### src/rtl/mem_access_stage_if.sv
// Data-memory request/acknowledge bus between the MEM stage (master) and data memory (slave).
interface mem_access_stage_if;
  logic        dm_req;
  logic        dm_we;
  logic [31:0] dm_addr;
  logic [31:0] dm_wdata;
  logic [3:0]  dm_be;
  logic        dm_ack;
  logic [31:0] dm_rdata;

  modport master (
    output dm_req, dm_we, dm_addr, dm_wdata, dm_be,
    input  dm_ack, dm_rdata
  );

  modport slave (
    input  dm_req, dm_we, dm_addr, dm_wdata, dm_be,
    output dm_ack, dm_rdata
  );
endinterface

### src/rtl/mem_access_stage.sv
// MEM-stage controller: req/ack data-memory handshake with upstream stall and MEM/WB result register.
// Optional build macro MEM_TIMEOUT_EN abandons a request after TIMEOUT_CYCLES unacknowledged REQ cycles.
module mem_access_stage #(
  parameter int unsigned TIMEOUT_CYCLES = 16
) (
  input  logic               clk,
  input  logic               reset,
  input  logic               mem_enable_in,
  input  logic               mem_rw_in,
  input  logic               mem_size_in,
  input  logic               mem_to_reg_select_in,
  input  logic               reg_write_enable_in,
  input  logic [3:0]         rd_in,
  input  logic [31:0]        addr_in,
  input  logic [31:0]        store_data_in,
  mem_access_stage_if.master dm,
  output logic               stall,
  output logic               wb_reg_write_enable_out,
  output logic [3:0]         wb_rd_out,
  output logic [31:0]        wb_data_out,
  output logic               align_fault_out,
  output logic               bus_fault_out
);

  typedef enum logic [1:0] {IDLE, REQ, DONE} state_t;

  localparam logic [7:0] TIMEOUT_LAST = 8'(TIMEOUT_CYCLES - 1);

  state_t      state_q, state_d;
  logic        misaligned_p0;
  logic        start_p0;
  logic        timeout_hit;
  logic        timed_out;
  logic [1:0]  off_p1;
  logic        size_p1;
  logic [31:0] load_data_p1;

  function automatic logic [3:0] lane_enable(input logic byte_op, input logic [1:0] off);
    return byte_op ? (4'b0001 << off) : 4'hF;
  endfunction

  function automatic logic [31:0] lane_replicate(input logic byte_op, input logic [31:0] d);
    return byte_op ? {4{d[7:0]}} : d;
  endfunction

  function automatic logic [31:0] load_extract(input logic byte_op, input logic [1:0] off,
                                               input logic [31:0] r);
    logic [7:0] b;
    case (off)
      2'd0:    b = r[7:0];
      2'd1:    b = r[15:8];
      2'd2:    b = r[23:16];
      default: b = r[31:24];
    endcase
    return byte_op ? {24'h0, b} : r;
  endfunction

  assign misaligned_p0 = mem_enable_in && !mem_size_in && (addr_in[1:0] != 2'b00);
  assign start_p0      = mem_enable_in && !misaligned_p0;

`ifdef MEM_TIMEOUT_EN
  logic [7:0] wait_cnt_q;
  logic       timed_out_q;
  logic       unused_timeout;

  assign unused_timeout = 1'b0;
  assign timeout_hit    = (state_q == REQ) && !dm.dm_ack && (wait_cnt_q == TIMEOUT_LAST);
  assign timed_out      = timed_out_q;

  always_ff @(posedge clk) begin
    if (reset) begin
      wait_cnt_q  <= 8'd0;
      timed_out_q <= 1'b0;
    end else begin
      case (state_q)
        IDLE:    if (start_p0) wait_cnt_q <= 8'd0;
        REQ: begin
          if (timeout_hit)      timed_out_q <= 1'b1;
          else if (!dm.dm_ack)  wait_cnt_q  <= wait_cnt_q + 8'd1;
        end
        DONE:    timed_out_q <= 1'b0;
        default: ;
      endcase
    end
  end
`else
  logic unused_timeout;

  assign unused_timeout = ^TIMEOUT_LAST;
  assign timeout_hit    = 1'b0;
  assign timed_out      = 1'b0;
`endif

  always_ff @(posedge clk) begin
    if (reset) state_q <= IDLE;
    else       state_q <= state_d;
  end

  always_comb begin
    state_d = state_q;
    stall   = 1'b0;
    if (!reset) begin
      case (state_q)
        IDLE: begin
          if (start_p0) begin
            stall   = 1'b1;
            state_d = REQ;
          end
        end
        REQ: begin
          stall = 1'b1;
          if (dm.dm_ack || timeout_hit) state_d = DONE;
        end
        DONE:    state_d = IDLE;
        default: state_d = IDLE;
      endcase
    end
  end

  // p0 -> p1: request launch, response capture and MEM/WB result register
  always_ff @(posedge clk) begin
    if (reset) begin
      dm.dm_req               <= 1'b0;
      dm.dm_we                <= 1'b0;
      dm.dm_addr              <= 32'h0;
      dm.dm_wdata             <= 32'h0;
      dm.dm_be                <= 4'h0;
      wb_reg_write_enable_out <= 1'b0;
      wb_rd_out               <= 4'h0;
      wb_data_out             <= 32'h0;
      align_fault_out         <= 1'b0;
      bus_fault_out           <= 1'b0;
    end else begin
      align_fault_out <= 1'b0;
      bus_fault_out   <= 1'b0;
      case (state_q)
        IDLE: begin
          if (!mem_enable_in) begin
            wb_reg_write_enable_out <= reg_write_enable_in;
            wb_rd_out               <= rd_in;
            wb_data_out             <= addr_in;
          end else if (misaligned_p0) begin
            align_fault_out         <= 1'b1;
            wb_reg_write_enable_out <= 1'b0;
          end else begin
            dm.dm_req               <= 1'b1;
            dm.dm_we                <= mem_rw_in;
            dm.dm_addr              <= {addr_in[31:2], 2'b00};
            dm.dm_wdata             <= lane_replicate(mem_size_in, store_data_in);
            dm.dm_be                <= lane_enable(mem_size_in, addr_in[1:0]);
            wb_reg_write_enable_out <= 1'b0;
          end
        end
        REQ: begin
          if (dm.dm_ack || timeout_hit) dm.dm_req <= 1'b0;
        end
        DONE: begin
          if (timed_out) begin
            bus_fault_out           <= 1'b1;
            wb_reg_write_enable_out <= 1'b0;
          end else begin
            wb_reg_write_enable_out <= reg_write_enable_in;
            wb_rd_out               <= rd_in;
            wb_data_out             <= mem_to_reg_select_in ? load_data_p1 : addr_in;
          end
        end
        default: ;
      endcase
    end
  end

  // Lane selection and captured load data carry no reset; they are qualified by the FSM.
  always_ff @(posedge clk) begin
    if (state_q == IDLE && start_p0) begin
      off_p1  <= addr_in[1:0];
      size_p1 <= mem_size_in;
    end
    if (state_q == REQ && dm.dm_ack) load_data_p1 <= load_extract(size_p1, off_p1, dm.dm_rdata);
  end

endmodule

### src/flat_wrapper.sv
// flat-port wrapper written by rule: the top's interface ports become plain ports
module mem_access_stage_flat 
#(
  parameter int unsigned TIMEOUT_CYCLES = 16
)
  (clk, reset, mem_enable_in, mem_rw_in, mem_size_in, mem_to_reg_select_in, reg_write_enable_in, rd_in, addr_in, store_data_in, stall, wb_reg_write_enable_out, wb_rd_out, wb_data_out, align_fault_out, bus_fault_out, dm_dm_req, dm_dm_we, dm_dm_addr, dm_dm_wdata, dm_dm_be, dm_dm_ack, dm_dm_rdata);
  mem_access_stage_if dm_i ();
  input  logic clk;
  input  logic reset;
  input  logic mem_enable_in;
  input  logic mem_rw_in;
  input  logic mem_size_in;
  input  logic mem_to_reg_select_in;
  input  logic reg_write_enable_in;
  input  logic [3:0] rd_in;
  input  logic [31:0] addr_in;
  input  logic [31:0] store_data_in;
  output logic stall;
  output logic wb_reg_write_enable_out;
  output logic [3:0] wb_rd_out;
  output logic [31:0] wb_data_out;
  output logic align_fault_out;
  output logic bus_fault_out;
  output wire logic [$bits(dm_i.dm_req)-1:0] dm_dm_req;
  output wire logic [$bits(dm_i.dm_we)-1:0] dm_dm_we;
  output wire logic [$bits(dm_i.dm_addr)-1:0] dm_dm_addr;
  output wire logic [$bits(dm_i.dm_wdata)-1:0] dm_dm_wdata;
  output wire logic [$bits(dm_i.dm_be)-1:0] dm_dm_be;
  input wire logic [$bits(dm_i.dm_ack)-1:0] dm_dm_ack;
  input wire logic [$bits(dm_i.dm_rdata)-1:0] dm_dm_rdata;
  assign dm_dm_req = dm_i.dm_req;
  assign dm_dm_we = dm_i.dm_we;
  assign dm_dm_addr = dm_i.dm_addr;
  assign dm_dm_wdata = dm_i.dm_wdata;
  assign dm_dm_be = dm_i.dm_be;
  assign dm_i.dm_ack = dm_dm_ack;
  assign dm_i.dm_rdata = dm_dm_rdata;
  mem_access_stage #(.TIMEOUT_CYCLES(TIMEOUT_CYCLES)) u_core (.clk(clk), .reset(reset), .mem_enable_in(mem_enable_in), .mem_rw_in(mem_rw_in), .mem_size_in(mem_size_in), .mem_to_reg_select_in(mem_to_reg_select_in), .reg_write_enable_in(reg_write_enable_in), .rd_in(rd_in), .addr_in(addr_in), .store_data_in(store_data_in), .dm(dm_i), .stall(stall), .wb_reg_write_enable_out(wb_reg_write_enable_out), .wb_rd_out(wb_rd_out), .wb_data_out(wb_data_out), .align_fault_out(align_fault_out), .bus_fault_out(bus_fault_out));
endmodule
### config.mk
export PLATFORM = sky130hd
export DESIGN_NAME = mem_access_stage_flat
export DESIGN_NICKNAME = d
export VERILOG_FILES = /design/src/rtl/mem_access_stage_if.sv /design/src/rtl/mem_access_stage.sv /design/src/flat_wrapper.sv
export SDC_FILE = /design/constraint.sdc
export NUM_CORES = 1
export LEC_CHECK = 0
export CELL_PAD_IN_SITES_DETAIL_PLACEMENT = 1
export CELL_PAD_IN_SITES_GLOBAL_PLACEMENT = 1
export CORE_AREA = 2 2 101 201
export CTS_BUF_LIST = sky130_fd_sc_hd__clkbuf_8
export DETAILED_ROUTE_END_ITERATION = 10
export DIE_AREA = 0 0 103 203
export PLACE_DENSITY = 0.85
export SYNTH_ARGS = -nofsm -noshare
export SYNTH_HDL_FRONTEND = slang
export SYNTH_SLANG_ARGS = --single-unit
### constraint.sdc
create_clock -name clk -period 2.8 [get_ports clk]
set_clock_uncertainty 0.1 [all_clocks]
set_input_delay 0.56 -clock clk [delete_from_list [all_inputs] [get_ports clk]]
set_output_delay 0.56 -clock clk [all_outputs]
set_load 0.02 [all_outputs]
==> results of run 1 <==
timing repair:
| item | in CTS | in global routing |
|---|---|---|
| hold buffers | 0 | 0 |
| endpoints found under the setup margin | 0 | 1 |
| gates resized for setup | 0 | 1 |
critical path, cell delays in order:
cell and delay (ns):
clkdlybuf4s50_1 0.47, o21bai_4 0.17, a21oi_1 0.08, nor3_1 0.17, dlymetal6s2s_1 0.26
path summary, 6_finish.rpt:
kind | endpoint | slack (ns) | depth (start not counted) | from
worst min-delay path | u_core.dm.dm_req | 0.35 | 2 | u_core.dm.dm_req
worst max-delay path | stall | 0.43 | 5 | addr_in[1]
worst min register to register | u_core.dm.dm_req | 0.35 | 2 | u_core.dm.dm_req
worst max register to register | u_core.wb_data_out[3] | 1.04 | 5 | u_core.state_q[0]
cells by family after synthesis:
logic type,Yosys count,synth area share [%]
and+or+nand+nor,135,14.4
xor gates and xnor gates,2,0.261
AOI/OAI and AO/OA,192,19.6
muxes,65,10.4
other,1,0.0559
DFF,143,47.9
buffers and inverters,104,7.40
Yosys cell counts, types with 19 or more instances:
| master | count |
|---|---|
| mux2i_1 | 25 |
| nand2b_1 | 39 |
| clkbuf_1 | 28 |
| a211oi_1 | 26 |
| dfxtp_1 | 108 |
| inv_1 | 37 |
| buf_2 | 25 |
| o22ai_1 | 40 |
| nor2b_1 | 24 |
| mux2_2 | 32 |
| nand4b_1 | 39 |
| o21ai_0 | 33 |
| a211oi_2 | 30 |
| a21oi_1 | 40 |
| edfxtp_1 | 35 |
| o21ai_1 | 19 |
flip-flops by register name, indices dropped and copies added, names as in the netlist:
register and count:
u_core.wb_reg_write_enable_out 1, u_core.dm.dm_be 4, u_core.size_p1 1, u_core.load_data_p1 32, u_core.state_q 2, u_core.align_fault_out 1, u_core.dm.dm_we 1, u_core.wb_data_out 32
u_core.off_p1 2, u_core.dm.dm_wdata 32, u_core.dm.dm_req 1, u_core.wb_rd_out 4, u_core.dm.dm_addr 30
stage by stage:
stage	utilization (%)	power [mW]	hold slack, ns
after floorplan	-	2.97	0.431
after global placement	47.0	3.50	0.345
after detailed placement	47.0	3.53	0.347
after CTS	48.8	5.05	0.358
after global routing	48.8	5.22	0.373
final	48.8	5.01	0.353
layout make-up:
| cell class | instances | area (um2) |
|---|---|---|
| clock buffers | 18 | 248 |
| clock inverters | 14 | 100 |
| fillers | 2171 | 9870 |
| inverters | 38 | 143 |
| multi-input cells | 397 | 3020 |
| flip-flops and latches | 143 | 3210 |
| well taps | 259 | 324 |
| repair buffers | 234 | 2360 |
routing by layer:
| layer | vias up | wire length [um] |
|---|---|---|
| met3 | 44 | 1200 |
| met4 | 0 | 860 |
| met1 | 2836 | 8150 |
| li1 | 2725 | - |
| met2 | 192 | 12300 |
| met5 | - | 0 |
power groups by stage:
| stage | clock [mW] | combinational [mW] | sequential, mW |
|---|---|---|---|
| floorplan | 0 | 0.469 | 2.50 |
| global placement | 0 | 1.13 | 2.37 |
| detailed placement | 0 | 1.16 | 2.38 |
| CTS | 1.56 | 1.16 | 2.33 |
| global route | 1.64 | 1.23 | 2.34 |
| finish | 1.53 | 1.15 | 2.33 |
==> run_results.csv, run 1 <==
group,metric,value,unit
clock_tree,path_clk_slew,0.07,ns
final_layout,drive_gt1_share,14.8,%
place,place_ws,0.0287,ns
clock_tree,post_cts_buffers,0,
clock_tree,cts_sinks,143,
power_and_ir_drop,vdd_drop_max,0.323,mV
place,gp_congestion,0.772,
final_layout,num-nets-final,939,
global_route,grt_use_met1,22.1,%
power_and_ir_drop,p_int,3.52,mW
power_and_ir_drop,seqPwrFrac,46.5,%
setup_path,end_kind,"output pin",
global_route,grt_max_degree,148,
setup_path,cp.required,2.14,ns
synthesis,yosys.area.top_type_share,32.2,%
power_and_ir_drop,p_leak,3.28,nW
synthesis,syn_area_per_cell,10.5,um2
setup_path,startpoint_type,"input pin",
power_and_ir_drop,p_sw_share,29.7,%
sta,finalMaxSlewViolations,0,
setup_path,cp.arrival,1.71,ns
final_layout,final_common_cell,"clkdlybuf4s50_1",
outcome,outcome,"finished, final reports clean",
synthesis,postSynth.asyncResetShare,0,%
final_layout,area_growth,40.1,%
global_route,grt_pass1_wl,34.4,mm
global_route,grt_pass1_vias,6276,
floorplanning,dieArea,20900,um2
synthesis,synth-edff-count,35,
floorplanning,die_w,103,um
drt,via_count,5797,
floorplanning,initial_core_util,34.8,%
floorplanning,ios,218,
final_layout,fin_area,9410,um2
sta,period_minus_slack,2.37,ns
place,portBuffers,214,
drt,postRouteAntennaNets,0,
setup_path,cp_max_fo,2,
floorplanning,die_h,203,um
synthesis,synthesis.instances,642,
sta,rsz0062_at_grt,"false",
synthesis,ys_ff_latch,143,
power_and_ir_drop,powerDensity,532,nW/um2
global_route,overflow,0,
synthesis,yosysWarnings,0,
setup_path,worstSetupPathType,"input pin to output pin",
floorplanning,rows,72,
drt,vias_per_cell,5.26,
sta,fin_tns_setup,0,ns
sta,fmax,421,MHz
clock_tree,cts_tree,"built",
synthesis,synthDistinctLibCells,37,
synthesis,synth_ff_type,"dfxtp_1",
sta,hold_viol,0,
drt,firstDrtPassIters,4,
final_layout,final_cells,1103,
place,dpl_cell_area,9060,um2
worst_hold_path,hold_class,"flop to flop",
drt,drc_errors,0,
sta,relSlewSlack,58.5,%
sta,finalSetupViolCount,0,
drt,post_drt_wl_per_cell,20.4,um
sta,tightest_slew,0.622,ns
synthesis,synth_area_leaders,"dfxtp_1, edfxtp_1, a211oi_2, mux2_2, nand4b_1",
clock_tree,insertion_delay,0.45,ns
global_route,grt_use_met3,5.75,%
flow_run,drv_cap,0,
global_route,antenna_found_initial,0,
power_and_ir_drop,power_switching,1.49,mW
clock_tree,cts_root_buf,"clkbuf_8",
global_route,use_met2,39.7,%
clock_tree,cts_buffer_depth,2,
synthesis,synth_area,6710,um2
sta,timing.final.ws_setup,0.426,ns
sta,min_period_over_period,84.8,%
clock_tree,numCtsBuffers,17,
clock_tree,cts_max_level,4,
global_route,busiest_layer,"met2",
synthesis,yosys.area.top_type,"dfxtp_1",
final_layout,final_cell_mix,"clkdlybuf4s50_1, dfxtp_1, o22ai_1, a21oi_1",
place,place_inst,1071,
synthesis,yosysSeqAreaShare,47.9,%
power_and_ir_drop,power.share.clock,30.5,%
global_route,track_usage,21.8,%
final_layout,num_antenna_cells,0,
floorplanning,core-area,19300,um2
power_and_ir_drop,p_comb_share,23.0,%
place,dpl.hpwl,16.1,mm
drt,wirelength,22.5,mm
drt,drt_iter0_markers,226,
Power figures use the tool's default switching activity.
==> run 2: changes to the inputs <==
clock period = 2.2 ns   (was 2.8 ns; I/O delays follow)
==> run 2 against run 1 <==
  * Wire length grew 0.73%
  * Global-route usage hardly changed
  * Power is 38% higher
  * Critical path depth up 1
  * Clock power rose by 61%
  * Critical path type is now input pin to flop
  * Critical endpoint is now u_core.dm.dm_wdata[31]
  * Largest power group unchanged
==> run_results.csv, run 2 (synthesis gave the netlist of run 1 again) <==
group,metric,value,unit
power_and_ir_drop,powerDensity,720,nW/um2
place,dpl.hpwl,15.9,mm
setup_path,end_kind,"flop",
place,place_inst,1076,
floorplanning,rows,72,
setup_path,cp.required,2.44,ns
power_and_ir_drop,vdd_drop_max,0.356,mV
outcome,outcome,"finished, final reports clean",
drt,vias_per_cell,5.25,
sta,relSlewSlack,58.3,%
power_and_ir_drop,seqPwrFrac,42.9,%
sta,rsz0062_at_grt,"false",
clock_tree,numCtsBuffers,17,
place,portBuffers,214,
global_route,grt_pass1_wl,34.4,mm
floorplanning,die_w,103,um
clock_tree,cts_buffer_depth,2,
flow_run,drv_cap,0,
drt,drc_errors,0,
final_layout,largestRegisters,"u_core.dm.dm_wdata: 32 flops, u_core.load_data_p1: 32 flops, u_core.wb_data_out: 32 flops",
sta,tightest_slew,0.625,ns
sta,finalSetupViolCount,0,
sta,hold_viol,0,
power_and_ir_drop,p_leak,3.33,nW
drt,firstDrtPassIters,4,
global_route,grt_max_degree,148,
power_and_ir_drop,power.share.clock,35.6,%
setup_path,timing.rr.start,"u_core.state_q[0]",
sta,period_minus_slack,2.08,ns
setup_path,r2r-end,"u_core.dm.dm_wdata[31]",
final_layout,final_core_util,49.7,%
sta,fmax,481,MHz
setup_path,startpoint_type,"input pin",
clock_tree,cts_sinks,143,
setup_path,cp_max_fo,43,
drt,drt_iter0_markers,242,
clock_tree,cts_tree,"built",
place,place_ws,-0.344,ns
power_and_ir_drop,p_comb_share,21.5,%
global_route,antenna_found_initial,2,
setup_path,worstSetupPathType,"input pin to flop",
final_layout,final_cells,1109,
floorplanning,die_h,203,um
clock_tree,cts_max_level,4,
worst_hold_path,min_from,"u_core.dm.dm_req",
worst_hold_path,whs_endpoint,"u_core.dm.dm_req",
worst_hold_path,hold_class,"flop to flop",
sta,min_period_over_period,94.5,%
floorplanning,ios,218,
floorplanning,core-area,19300,um2
floorplanning,dieArea,20900,um2
clock_tree,cts_root_buf,"clkbuf_8",
setup_path,reg2reg_depth,5,
final_layout,drive_gt1_share,15.6,%
worst_hold_path,holdPathStages,2,
power_and_ir_drop,power_switching,1.93,mW
final_layout,area_growth,42.7,%
sta,whs,0.362,ns
power_and_ir_drop,p_int,4.97,mW
clock_tree,insertion_delay,0.44,ns
final_layout,num-nets-final,944,
clock_tree,path_clk_slew,0.09,ns
global_route,grt_pass1_vias,6223,
setup_path,cp.arrival,2.32,ns
drt,postRouteAntennaNets,0,
sta,timing.final.ws_setup,0.121,ns
power_and_ir_drop,finalPower,6.90,mW
final_layout,final_cell_mix,"clkdlybuf4s50_1, dfxtp_1, o22ai_1, a21oi_1",
floorplanning,initial_core_util,34.8,%
power_and_ir_drop,p_sw_share,28.0,%
setup_path,r2r_slack,0.46,ns
global_route,track_usage,21.8,%
drt,wirelength,22.6,mm
final_layout,final_common_cell,"clkdlybuf4s50_1",
global_route,overflow,0,
place,gp_congestion,0.760,
drt,post_drt_wl_per_cell,20.4,um
drt,via_count,5818,
sta,finalMaxSlewViolations,0,
[run 2: changes by cell type in the layout (fill, tap and decap cells not counted), sizes merged]
cell / change
dlymetal6s2s: -1
diode: +2
clkbuf: +1
bufinv: +4
clkinvlp: +1
inv: -4
buf: +5
clkinv: -2
[run 2: layer usage]
metal / routed length, um / global-route usage, %
met1: 8260 / 22.1
met4: 606 / 8.79
met3: 1190 / 5.37
met5: 0 / 0
met2: 12600 / 40.8
[run 2: worst max path at each step]
stage	startpoint	to	slack, ns
CTS	addr_in[1]	stall	0.005
floorplan	addr_in[1]	stall	0.16
finish	addr_in[1]	u_core.dm.dm_wdata[31]	0.12
detailed placement	addr_in[1]	u_core.dm.dm_wdata[31]	-0.34
global route	addr_in[1]	stall	0.06
global placement	addr_in[1]	stall	-0.24
[run 2: layout make-up]
| cell class | instances | area (um2) |
|---|---|---|
| Multi-Input combinational cell | 397 | 3020 |
| Timing Repair Buffer | 239 | 2410 |
| Sequential cell | 143 | 3210 |
| Fill cell | 2119 | 9700 |
| Antenna cell | 2 | 5.00 |
| Inverter | 38 | 143 |
| Clock buffer | 18 | 248 |
| Clock inverter | 13 | 210 |
| Tap cell | 259 | 324 |
[run 2: worst max-delay path, stage by stage]
cell and delay [ns]:
clkdlybuf4s50_1 0.46, o21bai_4 0.16, buf_4 0.34, buf_4 0.49, a21oi_1 0.14, a211oi_1 0.27
[run 2: repair_timing]
action	in CTS	in global routing
endpoints found under the setup margin	1	1
resized for setup	3	1
hold buffers	0	0
setup buffers	0	0
[run 2: power groups by stage]
stage          combinational, mW  clock (mW)  sequential [mW]
2_1_floorplan              0.596           0             3.18
3_3_place_gp                1.46           0             3.01
3_5_place_dp                1.49           0             3.02
4_1_cts                     1.50        2.51             2.96
5_1_grt                     1.58        2.60             2.98
6_report                    1.48        2.46             2.96
[run 2: stage by stage]
| stage | area [um2] | setup TNS, ns |
|---|---|---|
| 2_1_floorplan | 6720 | 0 |
| 3_3_place_gp | 9120 | -6.39 |
| 3_5_place_dp | 9120 | -8.47 |
| 4_1_cts | 9580 | 0 |
| 5_1_grt | 9580 | 0 |
| 6_report | 9580 | 0 |
==> run 3: changes to the inputs <==
ABC_AREA = 0   (was default)
==> results of run 3 <==
Final layout, timing and power as in run 2 (identical DEF).
